`src/rtl/a2d_rr_sched.sv`:
```
`default_nettype none
// a2d_rr_sched -- round-robin scheduler for four A2D channels; each conversion
// issues the same SPI command twice and keeps only the second reply. (rev 1.0)
module a2d_rr_sched #(
   parameter int TIMEOUT   = 1024,
   parameter int PAUSE_CYC = 1
) (
   input  logic        clk,
   input  logic        rst,
   input  logic        nxt,
   output logic        spi_wrt,
   output logic [15:0] spi_cmd,
   input  logic        spi_done,
   input  logic [15:0] spi_rd,
   output logic [11:0] lft_ld,
   output logic [11:0] rght_ld,
   output logic [11:0] steer_pot,
   output logic [11:0] batt,
   output logic        vld,
   output logic [1:0]  vld_idx,
   output logic        busy,
   output logic        err
);

   localparam int WD_W = (TIMEOUT > 1) ? $clog2(TIMEOUT) : 1;
   localparam int PC_W = (PAUSE_CYC > 1) ? $clog2(PAUSE_CYC) : 1;
   localparam logic [WD_W-1:0] WD_LAST = WD_W'(TIMEOUT - 1);
   localparam logic [PC_W-1:0] PC_LAST = PC_W'(PAUSE_CYC - 1);

   typedef enum logic [2:0] {
      IDLE  = 3'd0,
      TX1   = 3'd1,
      WAIT1 = 3'd2,
      PAUSE = 3'd3,
      TX2   = 3'd4,
      WAIT2 = 3'd5
   } state_t;

   state_t            state_q;
   logic [1:0]        ptr_q;
   logic [1:0]        ptr_d;
   logic              pend_q;
   logic [WD_W-1:0]   wd_q;
   logic [PC_W-1:0]   pc_q;
   logic              err_q;
   logic              spi_wrt_q;
   logic              vld_q;
   logic [1:0]        vld_idx_q;
   logic [11:0]       ch_q [4];
   logic [2:0]        chan;
   logic              wd_expired;
   logic              unused_rd_hi;

   assign ptr_d        = ptr_q + 2'd1;
   assign wd_expired   = (wd_q == WD_LAST);
   assign unused_rd_hi = ^spi_rd[15:12];

   // Pointer only moves when a conversion ends, so the command is stable
   // across both transactions without a separate holding register.
   always_comb begin
      chan = 3'd0;
      case (ptr_q)
         2'd0:    chan = 3'd0;
         2'd1:    chan = 3'd4;
         2'd2:    chan = 3'd5;
         default: chan = 3'd6;
      endcase
   end

   assign spi_cmd   = {2'b00, chan, 11'h000};
   assign spi_wrt   = spi_wrt_q;
   assign vld       = vld_q;
   assign vld_idx   = vld_idx_q;
   assign busy      = (state_q != IDLE);
   assign err       = err_q;
   assign lft_ld    = ch_q[0];
   assign rght_ld   = ch_q[1];
   assign steer_pot = ch_q[2];
   assign batt      = ch_q[3];

   always_ff @(posedge clk) begin
      if (rst) begin
         state_q   <= IDLE;
         ptr_q     <= 2'd0;
         pend_q    <= 1'b0;
         wd_q      <= '0;
         pc_q      <= '0;
         err_q     <= 1'b0;
         spi_wrt_q <= 1'b0;
         vld_q     <= 1'b0;
         vld_idx_q <= 2'd0;
         for (int i = 0; i < 4; i++) begin
            ch_q[i] <= 12'h000;
         end
      end else begin
         spi_wrt_q <= 1'b0;
         vld_q     <= 1'b0;
         if (nxt && (state_q != IDLE)) begin
            pend_q <= 1'b1;
         end
         case (state_q)
            IDLE: begin
               if (nxt || pend_q) begin
                  state_q   <= TX1;
                  spi_wrt_q <= 1'b1;
                  pend_q    <= 1'b0;
               end
            end
            TX1: begin
               state_q <= WAIT1;
               wd_q    <= '0;
            end
            WAIT1: begin
               // First reply is stale data from the previous command.
               if (spi_done) begin
                  state_q <= PAUSE;
                  pc_q    <= '0;
               end else if (wd_expired) begin
                  state_q <= IDLE;
                  err_q   <= 1'b1;
                  ptr_q   <= ptr_d;
               end else begin
                  wd_q <= wd_q + WD_W'(1);
               end
            end
            PAUSE: begin
               if (pc_q == PC_LAST) begin
                  state_q   <= TX2;
                  spi_wrt_q <= 1'b1;
               end else begin
                  pc_q <= pc_q + PC_W'(1);
               end
            end
            TX2: begin
               state_q <= WAIT2;
               wd_q    <= '0;
            end
            WAIT2: begin
               if (spi_done) begin
                  ch_q[ptr_q] <= spi_rd[11:0];
                  vld_q       <= 1'b1;
                  vld_idx_q   <= ptr_q;
                  ptr_q       <= ptr_d;
                  state_q     <= IDLE;
               end else if (wd_expired) begin
                  state_q <= IDLE;
                  err_q   <= 1'b1;
                  ptr_q   <= ptr_d;
               end else begin
                  wd_q <= wd_q + WD_W'(1);
               end
            end
            default: state_q <= IDLE;
         endcase
      end
   end

endmodule
`default_nettype wire

```
`config.mk`:
```
export PLATFORM = sky130hd
export DESIGN_NAME = a2d_rr_sched
export DESIGN_NICKNAME = d
export VERILOG_FILES = /design/src/rtl/a2d_rr_sched.sv
export SDC_FILE = /design/constraint.sdc
export NUM_CORES = 1
export LEC_CHECK = 0
export CORE_AREA = 2 2 69 97
export DETAILED_ROUTE_END_ITERATION = 7
export DIE_AREA = 0 0 71 99
export HOLD_SLACK_MARGIN = 0.15
export PLACE_DENSITY = 0.91
export SLEW_MARGIN = 20
export SYNTH_ARGS = -nofsm -noshare
export SYNTH_HDL_FRONTEND = slang
export SYNTH_SLANG_ARGS = --single-unit
```
`constraint.sdc`:
```
create_clock -name clk -period 4.9 [get_ports clk]
set_input_delay 0.98 -clock clk [delete_from_list [all_inputs] [get_ports clk]]
set_output_delay 0.98 -clock clk [all_outputs]
set_load 0.05 [all_outputs]
```
=== Word-level counts from Yosys, hierarchy flattened ===
Memories as Yosys holds them, arrays and structs flattened.
Cells that the tools add are included.

* Memories kept: 1
* Logic and storage cells: 77
* Output and inout port bits: 70
* Bits in registers: 22
* Bits in writable memories: 48

* Equality and inequality tests: 14
* Bitwise gates (word level): 1
* Add/sub/neg operators: 3
* Reduce and logical (&&, ||, !) cells: 17
* Mux-type cells: 32

{| class="wikitable"
|+ Memories
! name !! depth !! width !! rd ports !! clocked after memory_dff !! write ports !! RTL line !! text
|-
| ch_q || 4 || 12 || 4 || 0 || 4 || 49 || <nowiki>logic [11:0] ch_q [4];</nowiki>
|}

{| class="wikitable"
|+ Operators by type and width
! operator !! count
|-
| 10-bit two-way mux || 2
|-
| 10-bit case mux with 2 select lines || 1
|-
| 3-bit case mux with 6 select lines || 1
|-
| 3-bit two-way mux || 5
|-
| 1-bit two-way mux || 14
|-
| 12-bit two-way mux || 1
|-
| 2-bit inequality test, second input constant || 6
|-
| 12-bit OR reduction || 1
|-
| 10-bit by 1-bit adder with 10-bit output, second input constant || 1
|-
| 10-bit == test, second input constant || 1
|-
| 3-bit case mux with 3 select lines || 1
|-
| 2-bit two-way mux || 4
|-
| 2-bit AND reduction || 4
|-
| 3-bit by 2-bit == test with 1-bit output, second input constant || 2
|-
| 3-bit == test, second input constant || 2
|-
| 3-bit AND reduction || 2
|-
| 2-bit nonzero test || 3
|-
| 1-bit case mux with 2 select lines || 2
|-
| 2-bit case mux with 2 select lines || 1
|-
| 2-bit OR reduction || 2
|-
| 3-bit by 1-bit == test with 1-bit output, second input constant || 1
|-
| 3-bit logical NOT || 1
|-
| 3-bit nonzero test || 1
|-
| 2-bit by 1-bit adder with 2-bit output, second input constant || 1
|-
| other kinds (7) || 7
|}

=== Logic depth before layout (Yosys ltp) ===
Gate-level depths: netlist (run 1).

* Word-level depth: 6
* Depth in mapped cells: 6

=== Worst setup path after synthesis (run 1) ===
OpenSTA, ideal clock, no wires.

* Path kind: input -> register
* From: in spi_done
* To: reg wd_q[6]
* Slack: 2.623 ns
* Data arrival time: 2.207 ns
* Cell stages on the path: 5
* Data required time: 4.830 ns
* Setup time: 0.070 ns
* Cell sequence: buf_6 -> and4bb_2 -> o211ai_2 -> or4_1 -> a21oi_1

* Word-level cells in the longest chain between the ends: 2

{| class="wikitable"
|+ RTL lines
! element !! RTL line !! text
|-
| start, declared || 13 || <nowiki>input logic spi_done,</nowiki>
|-
| 2-bit inequality test (no line) || - ||
|-
| 3-bit AND reduction (no line) || - ||
|-
| end signal, assigned || 123 || <nowiki>wd_q <= wd_q + WD_W'(1);</nowiki>
|-
| end signal, assigned || 150 || <nowiki>wd_q <= wd_q + WD_W'(1);</nowiki>
|-
| end, declared || 43 || <nowiki>logic [WD_W-1:0] wd_q;</nowiki>
|}

No other way between the ends.
A chain may end at the register's enable or synchronous reset.

=== Worst setup path in the final report (run 1) ===
* From: reg state_q[0]
* To: out busy

* Word-level cells in the longest chain between the ends: 1

{| class="wikitable"
|+ RTL lines
! element !! RTL line !! text
|-
| start, declared || 39 || <nowiki>state_t state_q;</nowiki>
|-
| start signal, assigned || 83 || <nowiki>state_q <= IDLE;</nowiki>
|-
| start signal, assigned || 104 || <nowiki>state_q <= TX1;</nowiki>
|-
| start signal, assigned || 110 || <nowiki>state_q <= WAIT1;</nowiki>
|-
| 3-bit nonzero test || 74 || <nowiki>assign busy = (state_q != IDLE);</nowiki>
|-
| end, declared || 21 || <nowiki>output logic busy,</nowiki>
|}

No other way between the ends.

==> out/metrics.yaml, run 1 <==
grt_start_max_net_pins: 22
synthArstFlopShare_pct: 0
die-area_um2: 7029
p_per_area_nw_per_um2: 379.2
slew_violations: 0
clk_latency_ns: 0.34
rr_endpoint: "ch_q[2][6]$_SDFFCE_PN0P_"
p_clk_share_pct: 39.5
ant_nets: 0
hp-start: "vld_idx[0]$_SDFFE_PP0P_"
layout.cells.non_filler: 400
grt_pass1_vias: 2049
clk_pin_slew_ns: 0.07
yosysWarningCount: 0
diodes: 0
die_y_um: 99
worst_slack_ns: 1.858
worstHoldPathType: "register to register"
ys_seq_area_share_pct: 61.51
seqPwrFrac_pct: 44.6
synth_flop_cell: "edfxtp_1"
drtIter0Drc: 187
max-vdd-ir-drop_v: 0.0002057
outcome: "finished, final reports clean"
fin_crit_sh_pct: 62.08
whs_path_depth: 2
layout_min_cycle_time_ns: 3.042
holdWs_ns: 0.4987
nFillCells: 444
p_sw_share_pct: 26.69
switchingPower_w: 0.0004062
cts_buffers: 9
grtUsageTotal_pct: 18.01
drc: 0
syn_area_per_cell_um2: 12.11
max_freq_ghz: 0.3287
arrival_ns: 2.06
p_leak_nw: 1.513
core_area_um2: 6168
r2r.worst_path.cells: 4
grt_pass1_wl_mm: 9.653
tritoncts: "done"
slew_headroom_pct: 26.79
place_congestion: 0.8068
grt.overflow.total: 0
setup_viol: 0
synth_area_um2: 3027
startpoint_type: "register"
crit_type: "register to primary output"
synthCells: 250
dp_hpwl_mm: 4.554
finalHoldViolCount: 0
area_growth_pct: 32.58
finalSetupTns_ns: 0
htreeDepth: 3
r2r_start: "state_q[0]$_SDFFE_PP0P_"
cts-root-buf: "clkbuf_8"
wl_per_cell_um: 15.59
cts_hold_buf: 0
ctsResizeCount: 0
clk_path_buf_depth: 2
start_util_pct: 49.07
crit_required_ns: 3.92
synth_edf_count: 48
power_frac_comb_pct: 15.9
tightest_slew_ns: 1.090
synth_cell_types: 46
reg2reg_slack_ns: 2.83
cts_num_sinks: 69
placed_cells_incl_taps: 385
cts_setup_buffers: 0
nets: 348
p_int_w: 0.001116
cp-end-kind: "primary output"
portBuffers: 72
antenna_found_initial: 0
ys_ff_latch: 69
maxCapViolations: 0
hold_path_end: "vld_idx[0]$_SDFFE_PP0P_"
place_ws_ns: 1.823
ioPinCount: 90
rsz0062_at_grt: "false"
layout-drive-gt1-share_pct: 8.537
dpl_cell_area_um2: 3752
dieWidth_um: 71
num_vias: 2134
num_rows: 34
routed_via_density: 5.335
skew_ns: 0.003910
dr.pass1.iters: 4
fin_area_um2: 4013
crit_fanout: 13
wl_mm: 6.237
-- stage by stage --
step,power (W),util (%)
detailed placement,0.0009343,60.83
CTS,0.001529,65.05
finish,0.001522,65.05
global placement,0.0009264,60.83
floorplan,0.0008714,-
global route,0.001566,65.05
-- layout make-up --
class	instances	area, µm²	share of cell area, %
Clock buffer	9	123.9	3.087
Clock inverter	6	136.4	3.399
Inverter	6	22.52	0.5613
Multi-Input combinational cell	163	1035	25.79
Sequential cell	69	1862	46.40
Tap cell	72	90.09	2.245
Timing Repair Buffer	75	743.2	18.52
-- cell usage after synthesis, types with 2 or more instances --
cell      instances  area (µm²)
o211ai_1          3       22.52
or4_1             6       45.04
and3_1            4       25.02
dfxtp_1          21       420.4
buf_2             2       10.01
nand2b_1          3       18.77
nand2_1           6       22.52
and2_1           48       300.3
inv_1             6       22.52
o31ai_1           4       30.03
edfxtp_1         48        1441
o21ai_0           7       35.03
or3_1             3       18.77
nor4_1            3       18.77
clkbuf_1          7       26.28
o41ai_1           2       17.52
buf_4            14       105.1
or2_2             3       18.77
nor3_1            7       35.03
nand3_1           4       20.02
ha_1              4       50.05
a21oi_1          12       60.06
nor2_1           10       37.54
-- power groups by stage --
| stage | clock network [W] | registers, W | logic, W |
|---|---|---|---|
| floorplan | 0 | 0.000734 | 0.000138 |
| global placement | 0 | 0.000689 | 0.000237 |
| detailed placement | 0 | 0.000692 | 0.000242 |
| CTS | 0.000607 | 0.000679 | 0.000243 |
| global route | 0.000629 | 0.000683 | 0.000254 |
| finish | 0.000600 | 0.000679 | 0.000242 |
-- layer usage --
metal | global-route usage [%] | part of all wire (%) | vias to the layer above | routed length (µm)
met5 | 0 | 0 | - | 0
met4 | 7.837 | 2.0 | 0 | 124
met3 | 4.499 | 6.6 | 12 | 410
met2 | 33.21 | 54 | 90 | 3356
met1 | 19.02 | 38 | 1009 | 2345
li1 | - | - | 1023 | -
-- placed cells by master (no fill, tap or decap), types with 2 or more instances in the layout --
master           netlist  final
a21oi_1               12     12
and2_1                48     48
and3_1                 4      4
buf_4                 14      3
bufinv_16              0      4
clkbuf_8               0      9
clkdlybuf4s50_1        0     72
conb_1                 1     13
dfxtp_1               21     21
edfxtp_1              48     48
ha_1                   4      4
inv_1                  6      6
nand2_1                6      6
nand2b_1               3      3
nand3_1                4      4
nor2_1                10     10
nor3_1                 7      7
nor4_1                 3      3
o211ai_1               3      3
o21ai_0                7      7
o31ai_1                4      4
o41ai_1                2      2
or2_2                  3      3
or3_1                  3      3
or4_1                  6      6
-- sequential cells by signal (all words and copies together), names as in the netlist --
name	flops
err	1
ch_q	48
state_q	3
vld	1
vld_idx	2
pend_q	1
wd_q	10
ptr_q	2
spi_wrt	1
-- how the worst max path moves through the flow --
stage,from,end,slack [ns],cells past startpoint
floorplan,spi_done,wd_q[6]$_SDFFE_PP0P_,2.62,5
global placement,spi_done,ch_q[0][7]$_SDFFCE_PN0P_,1.85,5
detailed placement,spi_done,ch_q[2][3]$_SDFFCE_PN0P_,1.82,5
CTS,state_q[0]$_SDFFE_PP0P_,busy,1.85,3
global route,state_q[0]$_SDFFE_PP0P_,busy,1.76,3
finish,state_q[0]$_SDFFE_PP0P_,busy,1.86,3
-- critical path, cell delays in order (launching register included) --
cell and delay (ns):
dfxtp_1 0.67, nor3_1 0.18, inv_1 0.08, clkdlybuf4s50_1 0.79
-- logic make-up after synthesis --
logic type	count (synthesis)	synth area share (%)
buffers and inverters	30	5.788
other	1	0.1239
AOI/OAI and AO/OA	39	8.764
xor gates and xnor gates	2	0.5789
and+or+nand+nor	104	21.21
DFF	69	61.51
adders and majority gates	4	1.654
muxes	1	0.3720
Power figures use the tool's default switching activity.
==> inputs of run 2 (changes only) <==
Settings changed: CORE_AREA 2 2 69 97 to 2 2 71 100, DIE_AREA 0 0 71 99 to 0 0 73 102, PLACE_DENSITY 0.91 to 0.87.
Clock period 4.9 ns to 2.8 ns, I/O delays scaled along.
==> run 2 against run 1 <==
Net effect:
- routed wire length increased by 6.6%
- cell area increased by 0.25%
- combinational power increased by 96%
==> out/metrics.yaml, run 2 (synthesized netlist as in run 1, its figures left out) <==
layout_commonest_cell: "clkdlybuf4s50_1"
r2r.worst_path.cells: 3
area_growth_pct: 32.91
cts_buffers: 9
grt_pass1_vias: 2089
drc: 0
nFillCells: 533
rsz0062_at_grt: "false"
cts_num_sinks: 69
max_freq_ghz: 0.3962
max-vdd-ir-drop_v: 0.0003532
wl_mm: 6.651
crit_required_ns: 2.24
wl_per_cell_um: 16.26
start_util_pct: 46.39
core_area_um2: 6525
portBuffers: 72
slew_violations: 0
critPathSlowestCell: "clkdlybuf4s50_1"
worst_path_most_repeated_cell: "inv_1"
grtUsageTotal_pct: 18.68
cts_hold_buf: 0
finalSetupTns_ns: 0
p_leak_nw: 1.528
cts_setup_buffers: 0
tritoncts: "done"
dr.pass1.iters: 4
crit_fanout: 7
dp_hpwl_mm: 5.041
crit_type: "register to primary output"
diodes: 0
clk_latency_ns: 0.33
whs_path_depth: 2
place_congestion: 0.9063
slew_headroom_pct: 63.90
reg2reg_slack_ns: 0.81
routed_via_density: 5.306
num_vias: 2170
largest_register_ffs: 48
dieWidth_um: 73
top_regs: "ch_q x48, wd_q x10, state_q x3"
layout-drive-gt1-share_pct: 10.45
cpPeakStageDelay_ns: 0.79
outcome: "finished, final reports clean"
finalHoldViolCount: 0
p_per_area_nw_per_um2: 626.3
worstHoldPathType: "register to register"
maxCapViolations: 0
grt_pass1_wl_mm: 10.44
layout_min_cycle_time_ns: 2.524
power_w: 0.002520
skew_ns: 0.01042
tightest_slew_ns: 0.5359
nets: 354
setup_viol: 0
clk_path_buf_depth: 2
top_register: "ch_q"
arrival_ns: 1.96
startpoint_type: "register"
grt_start_max_net_pins: 14
ant_nets: 0
cp-end-kind: "primary output"
antenna_found_initial: 0
fin_crit_sh_pct: 90.14
ctsResizeCount: 0
final_cell_mix: "clkdlybuf4s50_1, and2_1, edfxtp_1, dfxtp_1, conb_1"
crit_chain: "inv_1 > ha_1 > inv_1 > clkdlybuf4s50_1"
ioPinCount: 90
clk_pin_slew_ns: 0.08
htreeDepth: 3
die-area_um2: 7446
cts-root-buf: "clkbuf_8"
drtIter0Drc: 165
grt.overflow.total: 0
die_y_um: 102
num_rows: 35
-- run 2: worst paths after layout --
kind / to / start
min reg2reg: vld_idx[0]$_SDFFE_PP0P_ / vld_idx[0]$_SDFFE_PP0P_
max: spi_cmd[13] / ptr_q[0]$_SDFFE_PP0P_
max reg2reg: ch_q[0][2]$_SDFFCE_PN0P_ / state_q[2]$_SDFFE_PP0P_
min: vld_idx[0]$_SDFFE_PP0P_ / vld_idx[0]$_SDFFE_PP0P_
-- run 2: area by class of cell --
class | instances | area (µm²) | area share, %
clock buffer | 9 | 123.9 | 3.079
clock inverter | 7 | 98.84 | 2.457
inverter | 6 | 22.52 | 0.5599
multi-input combinational | 163 | 1035 | 25.72
sequential | 69 | 1862 | 46.28
tap | 74 | 92.59 | 2.302
timing repair buffer | 81 | 788.3 | 19.60
-- run 2: per-stage QoR --
stage | area, µm² | worst slack [ns] | instances | util [%] | hold slack (ns)
after floorplan | 3072 | 0.9426 | 262 | - | 0.4608
after global placement | 3800 | 0.3121 | 393 | 58.24 | 0.4718
after detailed placement | 3800 | 0.2148 | 393 | 58.24 | 0.4714
after CTS | 4023 | 0.2527 | 409 | 61.65 | 0.5040
after global routing | 4023 | 0.1503 | 409 | 61.65 | 0.5250
final | 4023 | 0.2761 | 409 | 61.65 | 0.4987
-- run 2: power by group --
part           internal, W  total, W  switching, W
Sequential         0.00113   0.00116     0.0000255
Combinational     0.000156  0.000474      0.000318
Clock             0.000506  0.000888      0.000382
-- run 2: routing by layer --
metal  up-vias  wire (µm)  GRT usage (%)
met1      1015       2577          21.58
met5         -          0              0
met2       107       3471          32.78
met4         0        108          6.838
met3        12        494          5.030
li1       1036          -              -
-- run 2: critical path, delay by kind of cell (launching register included) --
kind,cells,cell delay [ns]
adders and majority gates,1,0.23
buffers and inverters,3,0.97
DFF,1,0.44
==> inputs of run 3 (changes only) <==
Settings changed: ABC_AREA from default to 1, CORE_AREA 2 2 71 100 to 2 2 72 101, DIE_AREA 0 0 73 102 to 0 0 74 103, PLACE_DENSITY 0.87 to 0.85, REMOVE_ABC_BUFFERS from default to 1.
==> run 3 against run 2 <==
Net effect:
- worst setup slack got worse by 0.051 ns
- register-to-register slack better by 0.20 ns
- maximum frequency fell by 2.0%
- synthesized cell count grew 21%
- largest power group unchanged
- flip-flop and latch count did not move
==> out/metrics.yaml, run 3 <==
outcome: "finished, final reports clean"
slew_headroom_pct: 64.12
dieWidth_um: 74
synthArstFlopShare_pct: 0
layout_min_cycle_time_ns: 2.575
cts_setup_buffers: 0
clk_path_buf_depth: 2
setup_viol: 0
holdWs_ns: 0.5136
switchingPower_w: 0.0007396
skew_ns: 0.01044
max_freq_ghz: 0.3884
diodes: 0
cts-root-buf: "clkbuf_8"
ioPinCount: 90
place_ws_ns: 0.4119
ys_ff_latch: 69
syn_area_per_cell_um2: 10.10
area_growth_pct: 32.49
synthCells: 302
top_regs: "ch_q x48, wd_q x10, state_q x3"
num_rows: 36
nets: 408
die_y_um: 103
core_area_um2: 6802
ys_seq_area_share_pct: 61.03
p_int_w: 0.001664
synthTopCellsByArea: "edfxtp_1, dfxtp_1, nor2_1, nand2_1, inv_1"
dr.pass1.iters: 4
grtUsageTotal_pct: 17.64
placed_cells_incl_taps: 468
fin_crit_sh_pct: 91.95
synth_cell_types: 36
start_util_pct: 44.85
grt.overflow.total: 0
layout.cells.non_filler: 484
ant_nets: 0
num_vias: 2357
die-area_um2: 7622
wl_mm: 6.452
worstHoldPathType: "register to register"
yosysWarningCount: 0
finalHoldViolCount: 0
crit_fanout: 6
tritoncts: "done"
p_sw_share_pct: 30.77
layout_commonest_cell: "clkdlybuf4s50_1"
largest_register_ffs: 48
p_leak_nw: 1.580
maxCapViolations: 0
power_frac_comb_pct: 18.7
layout-drive-gt1-share_pct: 11.57
cts_num_sinks: 69
max-vdd-ir-drop_v: 0.0003726
p_per_area_nw_per_um2: 594.7
finalSetupTns_ns: 0
cts_buffers: 9
portBuffers: 72
synth.most_common_cell: "nor2_1"
yosys.area.top_type: "edfxtp_1"
arrival_ns: 2.01
cts_hold_buf: 0
clk_pin_slew_ns: 0.08
slew_violations: 0
grt_start_max_net_pins: 20
ctsResizeCount: 0
place_congestion: 0.8267
top_register: "ch_q"
power_w: 0.002403
crit_type: "register to primary output"
dp_hpwl_mm: 4.735
wl_per_cell_um: 13.33
crit_required_ns: 2.24
htreeDepth: 3
drtIter0Drc: 152
grt_pass1_vias: 2263
synth_commonest_cells: "nor2_1, edfxtp_1, nand2_1, inv_1, dfxtp_1"
cp-end-kind: "primary output"
synth_flop_cell: "edfxtp_1"
seqPwrFrac_pct: 48.4
startpoint_type: "register"
antenna_found_initial: 0
rsz0062_at_grt: "false"
grt_pass1_wl_mm: 10.12
synth_edf_count: 48
synth_area_um2: 3050
drc: 0
routed_via_density: 4.870
final_cell_mix: "clkdlybuf4s50_1, nor2_1, edfxtp_1, nand2_1, inv_1"
p_clk_share_pct: 32.9
worst_slack_ns: 0.2255
tightest_slew_ns: 0.5366
synth_top_area_share_pct: 47.25
clk_latency_ns: 0.34
-- run 3: cell type report --
type / instances / area, µm²
tap: 95 / 118.9
clock buffer: 10 / 127.6
timing repair buffer: 77 / 758.2
fill: 517 / 2760
clock inverter: 6 / 63.81
inverter: 38 / 145.1
multi-input combinational: 189 / 965.9
sequential: 69 / 1862
-- run 3: worst max-delay path, cell delays in order (launching register included) --
cell	delay (ns)
dfxtp_1	0.42
inv_1	0.16
ha_1	0.22
inv_1	0.07
clkdlybuf4s50_1	0.80
-- run 3: power groups by stage --
stage                     Sequential (W)  Combinational, W  Clock, W
after floorplan                  0.00128          0.000210         0
after global placement           0.00118          0.000441         0
after detailed placement         0.00119          0.000448         0
after CTS                        0.00116          0.000449  0.000807
after global routing             0.00117          0.000485  0.000845
final                            0.00116          0.000448  0.000791
-- run 3: worst paths after layout --
path	from	to	slack [ns]	cells after the start
max	ptr_q[0]$_SDFFE_PP0P_	spi_cmd[13]	0.23	4
max reg2reg	state_q[2]$_SDFFE_PP0P_	ch_q[1][6]$_SDFFCE_PN0P_	1.01	4
min reg2reg	vld_idx[1]$_SDFFE_PP0P_	vld_idx[1]$_SDFFE_PP0P_	0.51	2
min	vld_idx[1]$_SDFFE_PP0P_	vld_idx[1]$_SDFFE_PP0P_	0.51	2
-- run 3: cells by family (layout without fill, tap and decap cells) --
family,Yosys count,count (layout),synth area share (%)
other,1,13,0.1229
AOI/OAI and AO/OA,24,24,4.758
adders and majority gates,4,4,1.641
xor gates and xnor gates,3,3,0.8615
DFF,69,69,61.03
and+or+nand+nor,145,145,22.64
buffers and inverters,56,131,8.941
-- run 3: layer usage --
metal	wire (µm)	track usage [%]	part of all wire, %	vias to the layer above
li1	-	-	-	1130
met2	3279	31.39	51	124
met3	477	4.985	7.4	21
met5	0	0	0	-
met1	2504	18.63	39	1082
met4	191	9.091	3.0	0
-- run 3: metrics by stage --
stage	utilization (%)	cell area [µm²]
final	59.42	4041
after global routing	59.42	4041
after CTS	59.42	4041
after detailed placement	56.60	3850
after global placement	56.60	3850
after floorplan	-	2968
